`src/rtl/microwave_pkg.sv`:
```
// rtl/microwave_pkg.sv - shared types, segment constants and keypad helpers for microwave_ctrl
package microwave_pkg;

  typedef enum logic [1:0] {
    IDLE  = 2'd0,
    COOK  = 2'd1,
    PAUSE = 2'd2
  } state_t;

  localparam logic [6:0] SEG_0 = 7'h3F;
  localparam logic [6:0] SEG_1 = 7'h06;
  localparam logic [6:0] SEG_2 = 7'h5B;
  localparam logic [6:0] SEG_3 = 7'h4F;
  localparam logic [6:0] SEG_4 = 7'h66;
  localparam logic [6:0] SEG_5 = 7'h6D;
  localparam logic [6:0] SEG_6 = 7'h7D;
  localparam logic [6:0] SEG_7 = 7'h07;
  localparam logic [6:0] SEG_8 = 7'h7F;
  localparam logic [6:0] SEG_9 = 7'h6F;

  localparam int TICKS_PER_SEC_DEF = 100;

  function automatic logic is_onehot(input logic [9:0] k);
    return (k != 10'd0) && ((k & (k - 10'd1)) == 10'd0);
  endfunction

  function automatic logic [3:0] key_to_digit(input logic [9:0] k);
    logic [3:0] d;
    d = 4'd0;
    for (int i = 0; i < 10; i++) begin
      if (k[i]) d = 4'(i);
    end
    return d;
  endfunction

endpackage

```
`src/rtl/bcd_to_7seg.sv`:
```
// rtl/bcd_to_7seg.sv - combinational BCD digit to active-high {g,f,e,d,c,b,a} segments
module bcd_to_7seg
  import microwave_pkg::*;
(
  input  logic [3:0] bcd,
  output logic [6:0] seg
);

  always_comb begin
    seg = 7'h00;
    case (bcd)
      4'd0: seg = SEG_0;
      4'd1: seg = SEG_1;
      4'd2: seg = SEG_2;
      4'd3: seg = SEG_3;
      4'd4: seg = SEG_4;
      4'd5: seg = SEG_5;
      4'd6: seg = SEG_6;
      4'd7: seg = SEG_7;
      4'd8: seg = SEG_8;
      4'd9: seg = SEG_9;
      default: seg = 7'h00;
    endcase
  end

endmodule

```
`src/rtl/microwave_ctrl.sv`:
```
// rtl/microwave_ctrl.sv - microwave keypad entry, 1 Hz countdown and display; optional
// MICROWAVE_SEG_INV_EN inverts all segment outputs for common-anode displays.
module microwave_ctrl
  import microwave_pkg::*;
#(
  parameter int TICKS_PER_SEC = TICKS_PER_SEC_DEF
) (
  input  logic       clock,
  input  logic       clearn,
  input  logic       startn,
  input  logic       stopn,
  input  logic       door_closed,
  input  logic [9:0] keys,
  output logic       mag_on,
  output logic [6:0] ssec_ones,
  output logic [6:0] ssec_tens,
  output logic [6:0] smin
);

  localparam int TW = (TICKS_PER_SEC > 1) ? $clog2(TICKS_PER_SEC) : 1;

  state_t          state, state_n;
  logic [3:0]      min, tens, ones;
  logic [3:0]      min_n, tens_n, ones_n;
  logic [3:0]      dec_min, dec_tens, dec_ones;
  logic [TW-1:0]   tick, tick_n;

  // Two-stage capture: the first stage registers the pin, the pair yields a one-cycle press.
  logic            start_r, start_p, stop_r, stop_p;
  logic [9:0]      keys_r, keys_p;
  logic            start_press, stop_press, key_valid, tick_wrap, time_zero, dec_zero;
  logic [9:0]      key_rise;

  assign start_press = start_p & ~start_r;
  assign stop_press  = stop_p & ~stop_r;
  assign key_rise    = keys_r & ~keys_p;
  assign key_valid   = is_onehot(key_rise);
  assign tick_wrap   = (tick == TW'(TICKS_PER_SEC - 1));
  assign time_zero   = (min == 4'd0) && (tens == 4'd0) && (ones == 4'd0);
  assign dec_zero    = (dec_min == 4'd0) && (dec_tens == 4'd0) && (dec_ones == 4'd0);

  always_ff @(posedge clock or negedge clearn) begin
    if (!clearn) begin
      start_r <= 1'b0;
      start_p <= 1'b0;
      stop_r  <= 1'b0;
      stop_p  <= 1'b0;
      keys_r  <= 10'd0;
      keys_p  <= 10'd0;
    end else begin
      start_r <= startn;
      start_p <= start_r;
      stop_r  <= stopn;
      stop_p  <= stop_r;
      keys_r  <= keys;
      keys_p  <= keys_r;
    end
  end

  always_ff @(posedge clock or negedge clearn) begin
    if (!clearn) begin
      state <= IDLE;
      min   <= 4'd0;
      tens  <= 4'd0;
      ones  <= 4'd0;
      tick  <= '0;
    end else begin
      state <= state_n;
      min   <= min_n;
      tens  <= tens_n;
      ones  <= ones_n;
      tick  <= tick_n;
    end
  end

  // Tens above 5 are left as keyed; only a borrow reloads tens with 5.
  always_comb begin
    dec_min  = min;
    dec_tens = tens;
    dec_ones = ones;
    if (ones != 4'd0) begin
      dec_ones = ones - 4'd1;
    end else begin
      dec_ones = 4'd9;
      if (tens != 4'd0) begin
        dec_tens = tens - 4'd1;
      end else begin
        dec_tens = 4'd5;
        dec_min  = min - 4'd1;
      end
    end
  end

  always_comb begin
    state_n = state;
    min_n   = min;
    tens_n  = tens;
    ones_n  = ones;
    tick_n  = tick;
    case (state)
      IDLE, PAUSE: begin
        if (stop_press) begin
          state_n = IDLE;
          min_n   = 4'd0;
          tens_n  = 4'd0;
          ones_n  = 4'd0;
        end else if (start_press && door_closed && !time_zero) begin
          state_n = COOK;
          tick_n  = '0;
        end else if (key_valid) begin
          min_n  = tens;
          tens_n = ones;
          ones_n = key_to_digit(key_rise);
        end
      end
      COOK: begin
        if (tick_wrap) begin
          tick_n = '0;
          min_n  = dec_min;
          tens_n = dec_tens;
          ones_n = dec_ones;
        end else begin
          tick_n = tick + TW'(1);
        end
        if (tick_wrap && dec_zero) begin
          state_n = IDLE;
        end else if (stop_press || !door_closed) begin
          state_n = PAUSE;
        end
      end
      default: state_n = IDLE;
    endcase
  end

  assign mag_on = (state == COOK);

  logic [6:0] raw_ones, raw_tens, raw_min;

  bcd_to_7seg u_seg_ones (.bcd(ones), .seg(raw_ones));
  bcd_to_7seg u_seg_tens (.bcd(tens), .seg(raw_tens));
  bcd_to_7seg u_seg_min  (.bcd(min),  .seg(raw_min));

`ifdef MICROWAVE_SEG_INV_EN
  assign ssec_ones = ~raw_ones;
  assign ssec_tens = ~raw_tens;
  assign smin      = ~raw_min;
`else
  assign ssec_ones = raw_ones;
  assign ssec_tens = raw_tens;
  assign smin      = raw_min;
`endif

endmodule

```
`config.mk`:
```
export PLATFORM = sky130hd
export DESIGN_NAME = microwave_ctrl
export DESIGN_NICKNAME = d
export VERILOG_FILES = /design/src/rtl/microwave_pkg.sv /design/src/rtl/bcd_to_7seg.sv /design/src/rtl/microwave_ctrl.sv
export SDC_FILE = /design/constraint.sdc
export NUM_CORES = 1
export LEC_CHECK = 0
export BUFFER_PORTS_ARGS = -buffer_cell sky130_fd_sc_hd__buf_2
export CAP_MARGIN = 20
export CORE_UTILIZATION = 41
export CTS_CLUSTER_SIZE = 12
export DETAILED_ROUTE_END_ITERATION = 8
export HOLD_SLACK_MARGIN = 0.15
export MAX_ROUTING_LAYER = met4
export PLACE_DENSITY = 0.68
export REMOVE_ABC_BUFFERS = 1
export SETUP_SLACK_MARGIN = 0.5
export SYNTH_ARGS = -nofsm -noshare
export SYNTH_HDL_FRONTEND = slang
export SYNTH_HIERARCHICAL = 1
export SYNTH_SLANG_ARGS = --single-unit
```
`constraint.sdc`:
```
create_clock -name clock -period 2.85 [get_ports clock]
set_clock_uncertainty 0.05 [all_clocks]
set_input_delay 0.285 -clock clock [delete_from_list [all_inputs] [get_ports clock]]
set_output_delay 0.285 -clock clock [all_outputs]
set_load 0.02 [all_outputs]
```
Word level (Yosys, flattened, before mapping)
Memories as Yosys holds them, arrays and structs flattened.
Cells that the tools add are included.
{"block": "word_totals", "register_bits": 45, "romBits": 336, "in_bits": 15, "output_inout_bits": 22, "wordCells": 101, "memories": 3}
{"name": "(no name shown)", "depth": 16, "word_bits": 7, "read_ports": 1, "rd_clocked_by_memory_dff": 0, "wr": 0, "line_no": "bcd_to_7seg.sv:11", "rtl": "case (bcd)"}
{"name": "(no name shown)", "depth": 16, "word_bits": 7, "read_ports": 1, "rd_clocked_by_memory_dff": 0, "wr": 0, "line_no": "bcd_to_7seg.sv:11"}
{"name": "(no name shown)", "depth": 16, "word_bits": 7, "read_ports": 1, "rd_clocked_by_memory_dff": 0, "wr": 0, "line_no": "bcd_to_7seg.sv:11"}
{"block": "op_classes", "addsub": 5, "n_eq_ne": 10, "mux": 38, "bitwise_logic": 7, "n_reduce_logical": 27}
{"op": "$mux 4", "count": 25}
{"op": "$logic_not 4->1", "count": 6}
{"op": "$pmux 4 s2", "count": 3}
{"op": "$mux 7", "count": 3}
{"op": "$and 10x10->10", "count": 2}
{"op": "$pmux 7 s2", "count": 1}
{"op": "$sub 4x1->4 const B", "count": 3}
{"op": "$logic_not 10->1", "count": 1}
{"op": "$not 10->10", "count": 1}
{"op": "$reduce_bool 10->1", "count": 1}
{"op": "$sub 10x1->10 const B", "count": 1}
{"op": "$ne 3x3->1 const B", "count": 3}
{"op": "$logic_and 1x1->1", "count": 8}
{"op": "$mux 2", "count": 4}
{"op": "$reduce_bool 4->1", "count": 2}
{"op": "$add 7x1->7 const B", "count": 1}
{"op": "$eq 7x7->1 const B", "count": 1}
{"op": "$ne 2x2->1 const B", "count": 2}
{"op": "$pmux 2 s2", "count": 1}
{"op": "$reduce_and 4->1", "count": 1}
{"op": "$ne 3x1->1 const B", "count": 1}
{"op": "$reduce_and 3->1", "count": 1}
{"op": "$and 1x1->1", "count": 2}
{"op": "$eq 2x1->1 const B", "count": 1}
{"op": "other kinds (10)", "count": 12}

Logic depth before layout (Yosys ltp)
Gate-level depths: netlist (run 1).
{"block": "logic_depth", "ltp_word": 15, "ltp_mapped": 8, "mapped_depth_nobuf": 8}

By module
The synthesis (run 1) kept the hierarchy.
{"mod": "microwave_ctrl", "instances": 1, "cells_per_inst": 216, "area_each_um2": 2207.1, "seq_area_each_um2": 1126.1}
{"mod": "bcd_to_7seg", "instances": 3, "cells_per_inst": 28, "area_each_um2": 219.0, "seq_area_each_um2": 0.0}

Worst setup path before layout (run 1)
Ideal clock, no wire load.
{"block": "synth_path", "path_type": "register to register", "startpoint": "register ones[1]", "endpoint": "register min[2]", "setup_ps": 125, "arrival_time_ps": 2320, "required_ps": 2675, "setup_slack_ps": 355, "stages_incl_launch_ff": 9, "n_path_buf": 2, "synth_period_minus_slack_ps": 2495, "path_cell_list": "dfrtp_1 > or4_1 > buf_2 > or2_4 > o21ai_4 > a31o_4 > o21ai_2 > buf_6 > mux2_4"}
{"block": "synth_via", "elab_chain_len": 6, "elab_cells_between_ends": 10, "classes_between": "eq/ne (1); mux (3); reduce/logical (6)"}
{"element": "start, declared", "line_no": "microwave_ctrl.sv:23", "rtl": "logic [3:0] min, tens, ones;"}
{"element": "start signal, assigned", "line_no": "microwave_ctrl.sv:71", "rtl": "ones <= ones_n;"}
{"element": "$logic_not 4->1", "line_no": "microwave_ctrl.sv:39", "rtl": "assign time_zero = (min == 4'd0) && (tens == 4'd0) && (ones == 4'd0);"}
{"element": "$logic_and 1x1->1", "line_no": "microwave_ctrl.sv:39"}
{"element": "$logic_not 1->1", "line_no": "microwave_ctrl.sv:107", "rtl": "end else if (start_press && door_closed && !time_zero) begin"}
{"element": "$logic_and 1x1->1", "line_no": "microwave_ctrl.sv:107"}
{"element": "$ne 3x3->1 (no line)"}
{"element": "$reduce_and 4->1 (no line)"}
{"element": "end signal, assigned", "line_no": "microwave_ctrl.sv:69", "rtl": "min <= min_n;"}
{"element": "end, declared", "line_no": "microwave_ctrl.sv:23"}
Parallel ways exist; a longest one is shown, timed or not. The select of a mux whose other input is x is not followed.
A chain may end at the register's enable or synchronous reset.

Worst setup path in the final report (run 1)
{"block": "layout_path", "startpoint": "register keys_r[0]", "endpoint": "register min[0]"}
{"block": "layout_via", "elab_chain_len": 7, "elab_cells_between_ends": 8, "classes_between": "add/sub (1); eq/ne (1); bitwise (2); reduce/logical (4)"}
{"element": "start, declared", "line_no": "microwave_ctrl.sv:30", "rtl": "logic [9:0] keys_r, keys_p;"}
{"element": "start signal, assigned", "line_no": "microwave_ctrl.sv:55", "rtl": "keys_r <= keys;"}
{"element": "$and 10x10->10 (*)", "line_no": "microwave_ctrl.sv:36", "rtl": "assign key_rise = keys_r & ~keys_p;"}
{"element": "$sub 10x1->10", "line_no": "microwave_pkg.sv:24", "rtl": "return (k != 10'd0) && ((k & (k - 10'd1)) == 10'd0);"}
{"element": "$and 10x10->10", "line_no": "microwave_pkg.sv:24"}
{"element": "$logic_not 10->1", "line_no": "microwave_pkg.sv:24"}
{"element": "$logic_and 1x1->1 (*)", "line_no": "microwave_pkg.sv:24"}
{"element": "$ne 3x3->1 (no line) (*)"}
{"element": "$reduce_and 4->1 (no line) (*)"}
Mark *: on every way between the ends. The rest lies on a longest branch, timed or not.

==> flow_summary.rst, run 1 <==
.. list-table::
   :header-rows: 1

   * - Metric
     - Value
   * - Result of the run
     - finished clean
   * - Die width
     - 85.6 um
   * - Clock transition at the registers of the reported paths
     - 0.09 ns
   * - Met3 track demand over resource
     - 3.18%
   * - Setup TNS
     - 0 ns
   * - Met2 demand-to-capacity share in global routing
     - 29.2%
   * - Share of the yosys chip area belonging to registers
     - 39.3%
   * - Cell types occupying the most area after synthesis
     - dfrtp_1 (39%), ha_1 (9.2%), o21ai_0 (3.8%)
   * - Cell at the root of the clock tree
     - clkbuf_8
   * - Cell Rows
     - 30
   * - Sort of element at the start of the critical path
     - flop
   * - Sequential Area
     - 1130 um^2
   * - Max cap viols
     - 0
   * - Per-instance average area after synthesis
     - 9.55 um^2
   * - Final setup fails
     - 0
   * - Filler cell count
     - 639
   * - Class of the worst hold path
     - input port to flop
   * - Final HPWL from detailed placement
     - 4.07 mm
   * - Core region area
     - 6760 um^2
   * - Maximum operating frequency
     - 439 MHz
   * - Insertion delay of the later-clocked pin in the worst-skew pair
     - 0.30 ns
   * - Start-to-end type of the worst setup path
     - flop to flop
   * - Global-route wire length before repair
     - 9.85 mm
   * - Total CTS buffers
     - 5
   * - Via Count
     - 2401
   * - Commonest cells after routing, fill and taps aside
     - dfrtp_1 (44), buf_2 (36), nor2_1 (25)
   * - Remaining global-route overflow
     - 0
   * - Data required, critical path
     - 2.99 ns
   * - Clock tree from TritonCTS
     - built
   * - Post-DR wirelength/cell
     - 13.4 um
   * - Count of unique library cells instantiated by Yosys
     - 51
   * - H-tree levels
     - 2
   * - Quantity of I/O buffers inserted on ports
     - 36
   * - Max-slew headroom at the worst pin
     - 60.4%
   * - Average via count per standard cell
     - 5.36
   * - DR pass1 iterations
     - 4
   * - Crit share post-route
     - 79.9%
   * - Final Hold Vio Count
     - 0
   * - Slew Limit Fails
     - 0
   * - # DRC
     - 0
   * - Main synth FF type
     - dfrtp_1
   * - P_leak
     - 1.60 nW
   * - Number of global-route vias before repair
     - 2246
   * - Count of flip-flops with a built-in enable after synthesis
     - 0
   * - Number of standard cells after synthesis
     - 300
   * - Post-route ant nets
     - 0
   * - Cell area after technology mapping
     - 2860 um^2
   * - Count of inserted antenna diode cells
     - 0
   * - Number of clock sinks
     - 45
   * - Endpoint class of the critical path
     - flop
   * - Area leader, netlist
     - dfrtp_1
   * - GR Layer Usage met1
     - 20.9%
   * - Hold slack final
     - 0.252 ns
   * - DRC marker count from the first detailed-route iteration
     - 119
   * - Number of antenna violations at the first check in global routing
     - 0
   * - Peak supply drop
     - 315 uV
   * - Fraction of layout cells with a size suffix above 1
     - 26.6%
   * - Maximum number of pins on one net before global-route repair
     - 46
   * - RSZ-0062 raised after global routing
     - false
   * - Number of standard cells in the final layout excluding fillers
     - 448
   * - Min Clock Period, post-route
     - 2.28 ns
   * - Clock tree buffer depth
     - 2
   * - Initial Utilization
     - 42.4%
   * - Total wirelength of the detailed-routed design
     - 5.99 mm
   * - Warning count from the yosys run
     - 6
   * - Final Wtd Congestion
     - 0.864
   * - Critical Path Fanout Max
     - 4
   * - Power density of the placed cells
     - 935 nW/um^2
   * - NumNets Final
     - 403
   * - Async set-or-reset flop fraction in the synthesized netlist
     - 100%
   * - Placed Cells
     - 417
   * - Number of synthesized register bits
     - 45
   * - Slew at the pin closest to its max-slew limit
     - 0.594 ns
   * - Data arrival time of the worst path
     - 2.42 ns
   * - Yosys top cell area share
     - 39.3%
   * - Top Ports
     - 37
   * - Multi-input gate area
     - 1650 um^2
   * - Die height
     - 85.6 um
   * - Gr usage total
     - 17.2%
   * - Gr busiest metal
     - met2
   * - Most common cell after layout, fill and taps aside
     - dfrtp_1
   * - Die Outline Area
     - 7320 um^2
   * - Area growth, synth to finish
     - 23.4%
## per-stage QoR
step	util, %	worst slack, ns	instance area [um^2]	power, W
final	52.3	0.573	3530	0.00330
after detailed placement	46.5	0.220	3140	0.00279
after global placement	46.5	0.344	3140	0.00274
after CTS	50.7	0.500	3430	0.00326
after global routing	52.3	0.489	3530	0.00357
after floorplan	-	0.322	2770	0.00222
## state kept, by name (all words and copies together) (netlist names), 2 cells and up
register,count
ones,4
tens,4
min,4
state,2
tick,7
keys_p,10
keys_r,10
## critical path, cell delays in order (launching register included)
cell and delay (ns):
dfrtp_1 0.38, nor2b_1 0.16, or4_4 0.56, o21ba_4 0.22, nor4_4 0.21, buf_4 0.19
buf_4 0.14, o221ai_1 0.11, o2bb2ai_1 0.15
## layout make-up
cell class              count  area share [%]
clock buffers               5            1.95
clock inverters             3           0.708
inverters                  22            2.34
multi-input cells         223            46.7
flip-flops and latches     45            31.9
well taps                  80            2.83
repair buffers             70            13.6
## synth_stat cells, types with 2 or more instances
| cell type | n |
|---|---|
| or4_1 | 4 |
| o221ai_1 | 3 |
| mux2i_1 | 6 |
| nor3_1 | 4 |
| o21ai_0 | 22 |
| xnor2_1 | 5 |
| and3_1 | 2 |
| ha_1 | 21 |
| a21o_2 | 3 |
| inv_1 | 19 |
| a32oi_1 | 2 |
| a22oi_1 | 3 |
| nand2_1 | 21 |
| nand2b_1 | 10 |
| a32o_1 | 2 |
| o211ai_1 | 2 |
| buf_6 | 7 |
| o2bb2ai_1 | 4 |
| dfrtp_1 | 45 |
| nand2b_4 | 3 |
| o21a_1 | 4 |
| nand3_1 | 6 |
| o22ai_1 | 17 |
| mux2_4 | 4 |
| a21oi_1 | 14 |
| nor2b_1 | 9 |
| xor2_1 | 2 |
| o31ai_1 | 3 |
| mux2_2 | 2 |
| clkbuf_1 | 3 |
| inv_2 | 3 |
| nor2_1 | 26 |
## power by group
| part | total, W | switching [W] | internal (W) |
|---|---|---|---|
| Clock | 0.000412 | 0.000233 | 0.000179 |
| Combinational | 0.00200 | 0.00117 | 0.000838 |
| Sequential | 0.000889 | 0.000140 | 0.000749 |
## kinds of logic (layout without fill, tap and decap cells)
family / count (synthesis) / count (layout) / share of synthesized area [%]
xor+xnor: 7 / 7 / 2.14
compound gates: 91 / 92 / 21.6
buf+inv: 33 / 100 / 6.20
mux: 12 / 12 / 4.98
fa+ha+maj: 21 / 21 / 9.17
flops: 45 / 45 / 39.3
simple gates: 91 / 91 / 16.6
## layer usage
metal	part of all wire [%]	vias up
met5	0	-
met4	1.3	0
met3	3.3	9
met2	49	52
met1	46	1144
li1	-	1196
## repair_timing
action                                 in CTS  in global routing
setup endpoints to repair                  12                 14
gates cloned                                0                  1
setup buffers                               3                  5
endpoints found under the hold margin      57                  0
pin swaps                                   2                  7
resized for setup                           7                  9
hold buffers                               13                  0
## worst paths after layout
| kind | start | endpoint | slack (ns) | depth (start not counted) |
|---|---|---|---|---|
| setup / recovery | keys_r[0] | min[0] | 0.57 | 8 |
| min in group asynchronous | clearn | tens[1] | 0.37 | 2 |
| max in group asynchronous | clearn | keys_r[6] | 1.89 | 3 |
| hold / removal | door_closed | state[1] | 0.25 | 3 |
| hold reg to reg | keys_r[0] | keys_p[0] | 0.33 | 0 |
| setup reg to reg | keys_r[0] | min[0] | 0.57 | 8 |
Power figures use the tool's default switching activity.
==> run 2: changes to the inputs <==
--- a/config.mk
+++ b/config.mk
@@ -12,7 +12,7 @@
 export DETAILED_ROUTE_END_ITERATION = 8
 export HOLD_SLACK_MARGIN = 0.15
 export MAX_ROUTING_LAYER = met4
-export PLACE_DENSITY = 0.68
+export PLACE_DENSITY = 0.7
 export REMOVE_ABC_BUFFERS = 1
 export SETUP_SLACK_MARGIN = 0.5
 export SYNTH_ARGS = -nofsm -noshare
==> constraint.sdc (replaced) <==
create_clock -name clock -period 1.85 [get_ports clock]
set_clock_uncertainty 0.05 [all_clocks]
set_input_delay 0.185 -clock clock [delete_from_list [all_inputs] [get_ports clock]]
set_output_delay 0.185 -clock clock [all_outputs]
set_load 0.02 [all_outputs]
==> flow_summary.rst, run 2 (same netlist as run 1, synthesis figures left out) <==
.. list-table::
   :header-rows: 1

   * - Metric
     - Value
   * - Critical Path Fanout Max
     - 5 (+1)
   * - Insertion delay of the later-clocked pin in the worst-skew pair
     - 0.29 ns (about the same)
   * - Switching share of power
     - 42.6% (-3.9 points)
   * - Placed Cells
     - 465 (+12%)
   * - Cell Rows
     - 30 (unchanged)
   * - Endpoint class of the critical path
     - flop
   * - Initial Utilization
     - 42.4% (unchanged)
   * - Global-route wire length before repair
     - 12.8 mm (+29%)
   * - Start-to-end type of the worst setup path
     - flop to flop
   * - Die Outline Area
     - 7320 um^2 (unchanged)
   * - Min Clock Period, post-route
     - 2.29 ns (+0.0128 ns)
   * - P_leak
     - 2.11 nW (+32%)
   * - Final instance area
     - 4830 um^2 (+37%)
   * - Final Wtd Congestion
     - 0.884 (+2.4%)
   * - Die width
     - 85.6 um (unchanged)
   * - Power density of the placed cells
     - 1560 nW/um^2 (+67%)
   * - Clock transition at the registers of the reported paths
     - 0.08 ns (about the same)
   * - Via Count
     - 2791 (+16%)
   * - Post-layout util
     - 71.4% (+19 points)
   * - Die height
     - 85.6 um (unchanged)
   * - Core region area
     - 6760 um^2 (unchanged)
   * - Setup TNS
     - -7.42 ns (-7.42 ns)
   * - Final setup fails
     - 25 (+25)
   * - NumNets Final
     - 471 (+17%)
   * - Data required, critical path
     - 1.99 ns (-1.00 ns)
   * - Number of clock sinks
     - 45 (unchanged)
   * - Cell internal pwr
     - 0.00433 W (+140%)
   * - H-tree levels
     - 2 (unchanged)
   * - Maximum operating frequency
     - 437 MHz (-0.56%)
   * - Clock tree from TritonCTS
     - built
   * - Proportion of power drawn by combinational gates
     - 71.7% (+11 points)
   * - Post-DR wirelength/cell
     - 15.7 um (+17%)
   * - Slew Limit Fails
     - 0 (unchanged)
   * - Final HPWL from detailed placement
     - 4.55 mm (+12%)
   * - Result of the run
     - finished with violations
   * - Design Power
     - 0.00754 W (+130%)
   * - Commonest cells after routing, fill and taps aside
     - buf_4 (69), dfrtp_1 (44), buf_6 (35)
   * - DRC marker count from the first detailed-route iteration
     - 208 (+75%)
   * - Top Ports
     - 37 (unchanged)
   * - Clk pwr share
     - 11.4% (-1.1 points)
   * - Largest regs
     - keys_p: 10 flops, keys_r: 10 flops, tick: 7 flops
   * - Failing checks
     - negative setup slack
   * - Gr usage total
     - 22.9% (+5.7 points)
   * - DR pass1 iterations
     - 4 (unchanged)
   * - Slew at the pin closest to its max-slew limit
     - 0.547 ns (-0.0464 ns)
   * - Placed cell area
     - 3510 um^2 (+12%)
   * - Number of global-route vias before repair
     - 2746 (+22%)
   * - Quantity of I/O buffers inserted on ports
     - 36 (unchanged)
   * - RSZ-0062 raised after global routing
     - true
   * - Final Hold Vio Count
     - 0 (unchanged)
   * - Sequential share of power
     - 16.8% (-10 points)
   * - Count of inserted antenna diode cells
     - 0 (unchanged)
   * - Total wirelength of the detailed-routed design
     - 8.08 mm (+35%)
   * - Total CTS buffers
     - 5 (unchanged)
   * - Crit share post-route
     - 124% (+44 points)
   * - Data arrival time of the worst path
     - 2.43 ns (about the same)
   * - Most common cell after layout, fill and taps aside
     - buf_4
   * - Peak supply drop
     - 555 uV (+76%)
   * - Maximum number of pins on one net before global-route repair
     - 24 (-48%)
   * - Fraction of layout cells with a size suffix above 1
     - 51.1% (+25 points)
   * - Remaining global-route overflow
     - 0 (unchanged)
   * - Post-route ant nets
     - 0 (unchanged)
   * - Fin worst setup slack
     - -0.440 ns (-1.01 ns)
   * - Number of standard cells in the final layout excluding fillers
     - 516 (+15%)
   * - Max-slew headroom at the worst pin
     - 63.5% (+3.1 points)
   * - Switch Pwr
     - 0.00321 W (+110%)
   * - Max cap viols
     - 0 (unchanged)
   * - Cell at the root of the clock tree
     - clkbuf_8
   * - Sort of element at the start of the critical path
     - flop
   * - Number of antenna violations at the first check in global routing
     - 0 (unchanged)
   * - # DRC
     - 0 (unchanged)
   * - Average via count per standard cell
     - 5.41 (+0.92%)
   * - Area growth, synth to finish
     - 68.5%
   * - Class of the worst hold path
     - input port to flop
   * - Clock tree buffer depth
     - 2 (unchanged)
[run 2: what timing repair did]
| action | 4_1_cts | 5_1_grt |
|---|---|---|
| pin swaps | 47 | 17 |
| cloned | 1 | 0 |
| resized for setup | 156 | 35 |
| setup buffers | 23 | 6 |
| hold buffers | 13 | 0 |
| endpoints found under the setup margin | 43 | 43 |
| hold endpoints to repair | 34 | 0 |
[run 2: cell type report]
class	instances	area, um^2
clock buffer	5	68.8
multi-input combinational	223	2110
fill	453	1930
timing repair buffer	138	1240
tap	80	100
inverter	22	118
clock inverter	3	65.1
sequential	45	1130
[run 2: final timing paths]
path	from	endpoint	slack [ns]	cells after the start
setup / recovery	tens[0]	min[2]	-0.44	7
hold / removal	door_closed	state[1]	0.18	3
setup reg to reg	tens[0]	min[2]	-0.44	7
hold reg to reg	keys_r[3]	keys_p[3]	0.33	0
max in group asynchronous	clearn	state[0]	0.87	3
min in group asynchronous	clearn	tens[2]	0.35	2
[run 2: worst max-delay path, stage by stage, from the launching register on]
cell and delay [ns]:
dfrtp_1 0.41, or4_4 0.56, or2_4 0.30, buf_4 0.17
nor2_1 0.16, xnor2_1 0.15, o21ai_0 0.11, mux2_4 0.27
[run 2: power groups by stage]
stage | sequential [W] | clock (W) | combinational [W]
finish | 0.00127 | 0.000861 | 0.00541
floorplan | 0.00151 | 0 | 0.00191
global placement | 0.00125 | 0 | 0.00325
CTS | 0.00126 | 0.000875 | 0.00476
detailed placement | 0.00126 | 0 | 0.00332
global route | 0.00129 | 0.000922 | 0.00577
[run 2: stage by stage]
step | hold slack (ns) | worst slack, ns
floorplan | -0.161 | -0.678
global placement | 0.137 | -0.465
detailed placement | 0.138 | -0.514
CTS | 0.161 | -0.387
global route | 0.178 | -0.491
finish | 0.177 | -0.440
[run 2: layer usage]
metal	GRT usage, %	share of wire (%)	vias to the layer above
met5	-	0	-
met4	8.18	2.0	0
met3	3.37	3.7	15
met2	40.7	53	83
met1	26.2	41	1338
li1	-	-	1355
==> run 3: changes to the inputs <==
--- a/config.mk
+++ b/config.mk
@@ -7,6 +7,7 @@
 export LEC_CHECK = 0
 export BUFFER_PORTS_ARGS = -buffer_cell sky130_fd_sc_hd__buf_2
 export CAP_MARGIN = 20
+export CORE_ASPECT_RATIO = 1.1
 export CORE_UTILIZATION = 41
 export CTS_CLUSTER_SIZE = 12
 export DETAILED_ROUTE_END_ITERATION = 8
==> constraint.sdc (replaced) <==
create_clock -name clock -period 1.85 [get_ports clock]
set_clock_uncertainty 0.05 [all_clocks]
set_input_delay 0.185 -clock clock [delete_from_list [all_inputs] [get_ports clock]]
set_output_delay 0.185 -clock clock [all_outputs]
set_load 0.05 [all_outputs]
==> flow_summary.rst, run 3 (same netlist as run 1, synthesis figures left out) <==
.. list-table::
   :header-rows: 1

   * - Metric
     - Value
   * - DR pass1 iterations
     - 4 (unchanged)
   * - Fraction of layout cells with a size suffix above 1
     - 52.3% (+1.1 points)
   * - H-tree levels
     - 2 (unchanged)
   * - NumNets Final
     - 471 (unchanged)
   * - Critical path launch point
     - keys_r[3]
   * - Cell depth of the worst flop-to-flop path
     - 6 (-1)
   * - Max-slew headroom at the worst pin
     - 62.9% (-0.60 points)
   * - DRC marker count from the first detailed-route iteration
     - 184 (-12%)
   * - Data required, critical path
     - 1.99 ns (about the same)
   * - # DRC
     - 0 (unchanged)
   * - Number of antenna violations at the first check in global routing
     - 0 (unchanged)
   * - Filler cell count
     - 441 (-2.6%)
   * - Die width
     - 81.7 um (-4.5%)
   * - Maximum operating frequency
     - 444 MHz (+1.7%)
   * - Endpoint class of the critical path
     - flop
   * - RSZ-0062 raised after global routing
     - true
   * - Initial Utilization
     - 42.9% (+0.54 points)
   * - Startpoint of the worst register-to-register path
     - keys_r[3]
   * - Number of standard cells in the final layout excluding fillers
     - 518 (+0.39%)
   * - Most common cell after layout, fill and taps aside
     - buf_4
   * - Design Power
     - 0.00856 W (+14%)
   * - Proportion of power drawn by combinational gates
     - 76.2% (+4.5 points)
   * - Critical path's largest stage delay
     - 0.58 ns (+0.02 ns)
   * - Final HPWL from detailed placement
     - 4.33 mm (-4.8%)
   * - Failing checks
     - negative setup slack
   * - Number of clock sinks
     - 45 (unchanged)
   * - Hold slack final
     - 0.143 ns (-0.0333 ns)
   * - Post-route ant nets
     - 0 (unchanged)
   * - Multi-input gate area
     - 2140 um^2 (+1.6%)
   * - Clock tree buffer depth
     - 2 (unchanged)
   * - Switch Pwr
     - 0.00417 W (+30%)
   * - Global-route wire length before repair
     - 12.2 mm (-4.5%)
   * - Slew Limit Fails
     - 0 (unchanged)
   * - Die Outline Area
     - 7320 um^2 (about the same)
   * - Critical Path Fanout Max
     - 5 (unchanged)
   * - Post-layout util
     - 72.6% (+1.2 points)
   * - Area growth, synth to finish
     - 69.1%
   * - Final Hold Vio Count
     - 0 (unchanged)
   * - Die height
     - 89.7 um (+4.8%)
   * - Crit share post-route
     - 122% (-2.0 points)
   * - Post-DR wirelength/cell
     - 15.5 um (-1.3%)
   * - Crit path depth
     - 6 (-1)
   * - Worst-path cell chain
     - nor2b_4, or4_4, a211o_1, o21ai_4, o21ai_4, mux2_4
   * - Slowest CP cell
     - or4_4
   * - Crit path capture
     - ones[2]
   * - Core region area
     - 6670 um^2 (-1.3%)
   * - Clock tree from TritonCTS
     - built
   * - Switching share of power
     - 48.7% (+6.1 points)
   * - Start-to-end type of the worst setup path
     - flop to flop
   * - Slew at the pin closest to its max-slew limit
     - 0.556 ns (+0.00907 ns)
   * - Worst path top cell family by delay
     - simple AND/OR/NAND/NOR gates
   * - P_leak
     - 2.11 nW (+0.13%)
   * - Commonest cells after routing, fill and taps aside
     - buf_4 (64), dfrtp_1 (44), buf_6 (42)
   * - Largest regs
     - keys_p: 10 flops, keys_r: 10 flops, tick: 7 flops
   * - Power density of the placed cells
     - 1770 nW/um^2 (+13%)
   * - Gr usage total
     - 22.5% (-0.35 points)
   * - Flop2flop setup slack
     - -0.40 ns (+0.04 ns)
   * - Worst flop-to-flop path endpoint
     - ones[2]
   * - Cell at the root of the clock tree
     - clkbuf_8
   * - Peak supply drop
     - 1450 uV (+160%)
   * - Sequential Area
     - 1130 um^2 (unchanged)
   * - Most frequent cell on the critical path
     - o21ai_4
   * - Cell internal pwr
     - 0.00439 W (+1.5%)
   * - Total wirelength of the detailed-routed design
     - 8.01 mm (-0.93%)
   * - Clock transition at the registers of the reported paths
     - 0.09 ns (about the same)
   * - Average via count per standard cell
     - 5.44 (+0.54%)
   * - Number of global-route vias before repair
     - 2639 (-3.9%)
   * - Placed Cells
     - 461 (-0.86%)
   * - Min Clock Period, post-route
     - 2.25 ns (-0.0375 ns)
   * - Class of the worst hold path
     - input port to flop
   * - Count of inserted antenna diode cells
     - 0 (unchanged)
   * - Final setup fails
     - 28 (+12%)
   * - Data arrival time of the worst path
     - 2.39 ns (-0.04 ns)
   * - Result of the run
     - finished with violations
   * - Sort of element at the start of the critical path
     - flop
   * - Cell Rows
     - 31 (+3.3%)
   * - Remaining global-route overflow
     - 0 (unchanged)
   * - Quantity of I/O buffers inserted on ports
     - 36 (unchanged)
   * - Final Wtd Congestion
     - 0.846 (-4.3%)
   * - Number of buffers and inverters on the critical path
     - 0 (-1)
   * - Total CTS buffers
     - 5 (unchanged)
   * - Fin worst setup slack
     - -0.402 ns (+0.0375 ns)
   * - Sequential share of power
     - 14.8% (-2.0 points)
   * - Clk pwr share
     - 9.0% (-2.4 points)
   * - Maximum number of pins on one net before global-route repair
     - 46 (+92%)
   * - Via Count
     - 2817 (+0.93%)
   * - Insertion delay of the later-clocked pin in the worst-skew pair
     - 0.31 ns (+0.02 ns)
   * - Top Ports
     - 37 (unchanged)
   * - Max cap viols
     - 0 (unchanged)
[run 3: cell count changes in the layout (fill, tap and decap cells not counted), moves of 2 or more]
| cell | before | now |
|---|---|---|
| buf_4 | 69 | 64 |
| o22ai_2 | 7 | 9 |
| buf_12 | 5 | 0 |
| buf_8 | 2 | 5 |
| xnor2_1 | 5 | 3 |
| o22ai_1 | 9 | 5 |
| xnor2_2 | 0 | 2 |
| o22ai_4 | 1 | 3 |
| buf_6 | 35 | 42 |
[run 3: cell type report]
cell class	instances	share of cell area, %
multi-input combinational	223	44.2
timing repair buffer	138	25.4
sequential	45	23.3
inverter	22	2.58
tap	82	2.12
clock buffer	6	1.70
clock inverter	2	0.775
[run 3: routing by layer]
layer | GRT usage, % | share of wire (%)
met5 | - | 0
met4 | 6.22 | 1.5
met3 | 3.03 | 3.2
met2 | 39.6 | 53
met1 | 27.0 | 42
[run 3: worst min-delay path: cells and delay by family]
| kind | cells | cell delay (ns) |
|---|---|---|
| compound gates | 1 | 0.11 |
| buf+inv | 1 | 0.12 |
| simple gates | 1 | 0.05 |
[run 3: worst min path at each step]
stage	cells past startpoint	slack, ns	end	from
finish	3	0.14	state[1]	door_closed
global route	3	0.18	state[1]	door_closed
CTS	3	0.16	state[1]	door_closed
detailed placement	2	0.24	keys_p[8]	clearn
global placement	1	0.24	stop_r	stopn
floorplan	0	-0.16	keys_p[0]	clearn
[run 3: metrics by stage]
| stage | setup TNS, ns | area, um^2 | setup WS (ns) |
|---|---|---|---|
| 3_3_place_gp | -6.78 | 3460 | -0.432 |
| 6_report | -7.11 | 4840 | -0.402 |
| 2_1_floorplan | -11.76 | 2770 | -0.678 |
| 3_5_place_dp | -7.67 | 3460 | -0.463 |
| 4_1_cts | -6.49 | 4540 | -0.398 |
| 5_1_grt | -9.09 | 4840 | -0.481 |
[run 3: power groups by stage]
stage | Clock [W] | Sequential [W] | Combinational (W)
global placement | 0 | 0.00125 | 0.00408
global route | 0.000828 | 0.00129 | 0.00691
floorplan | 0 | 0.00151 | 0.00278
CTS | 0.000781 | 0.00126 | 0.00570
detailed placement | 0 | 0.00126 | 0.00416
finish | 0.000771 | 0.00127 | 0.00652
[run 3: what timing repair did]
action	CTS	global route
hold buffers	13	0
hold endpoints to repair	57	0
pin swaps	39	27
gates cloned	1	0
setup buffers	28	7
resized for setup	159	51
setup endpoints to repair	43	43
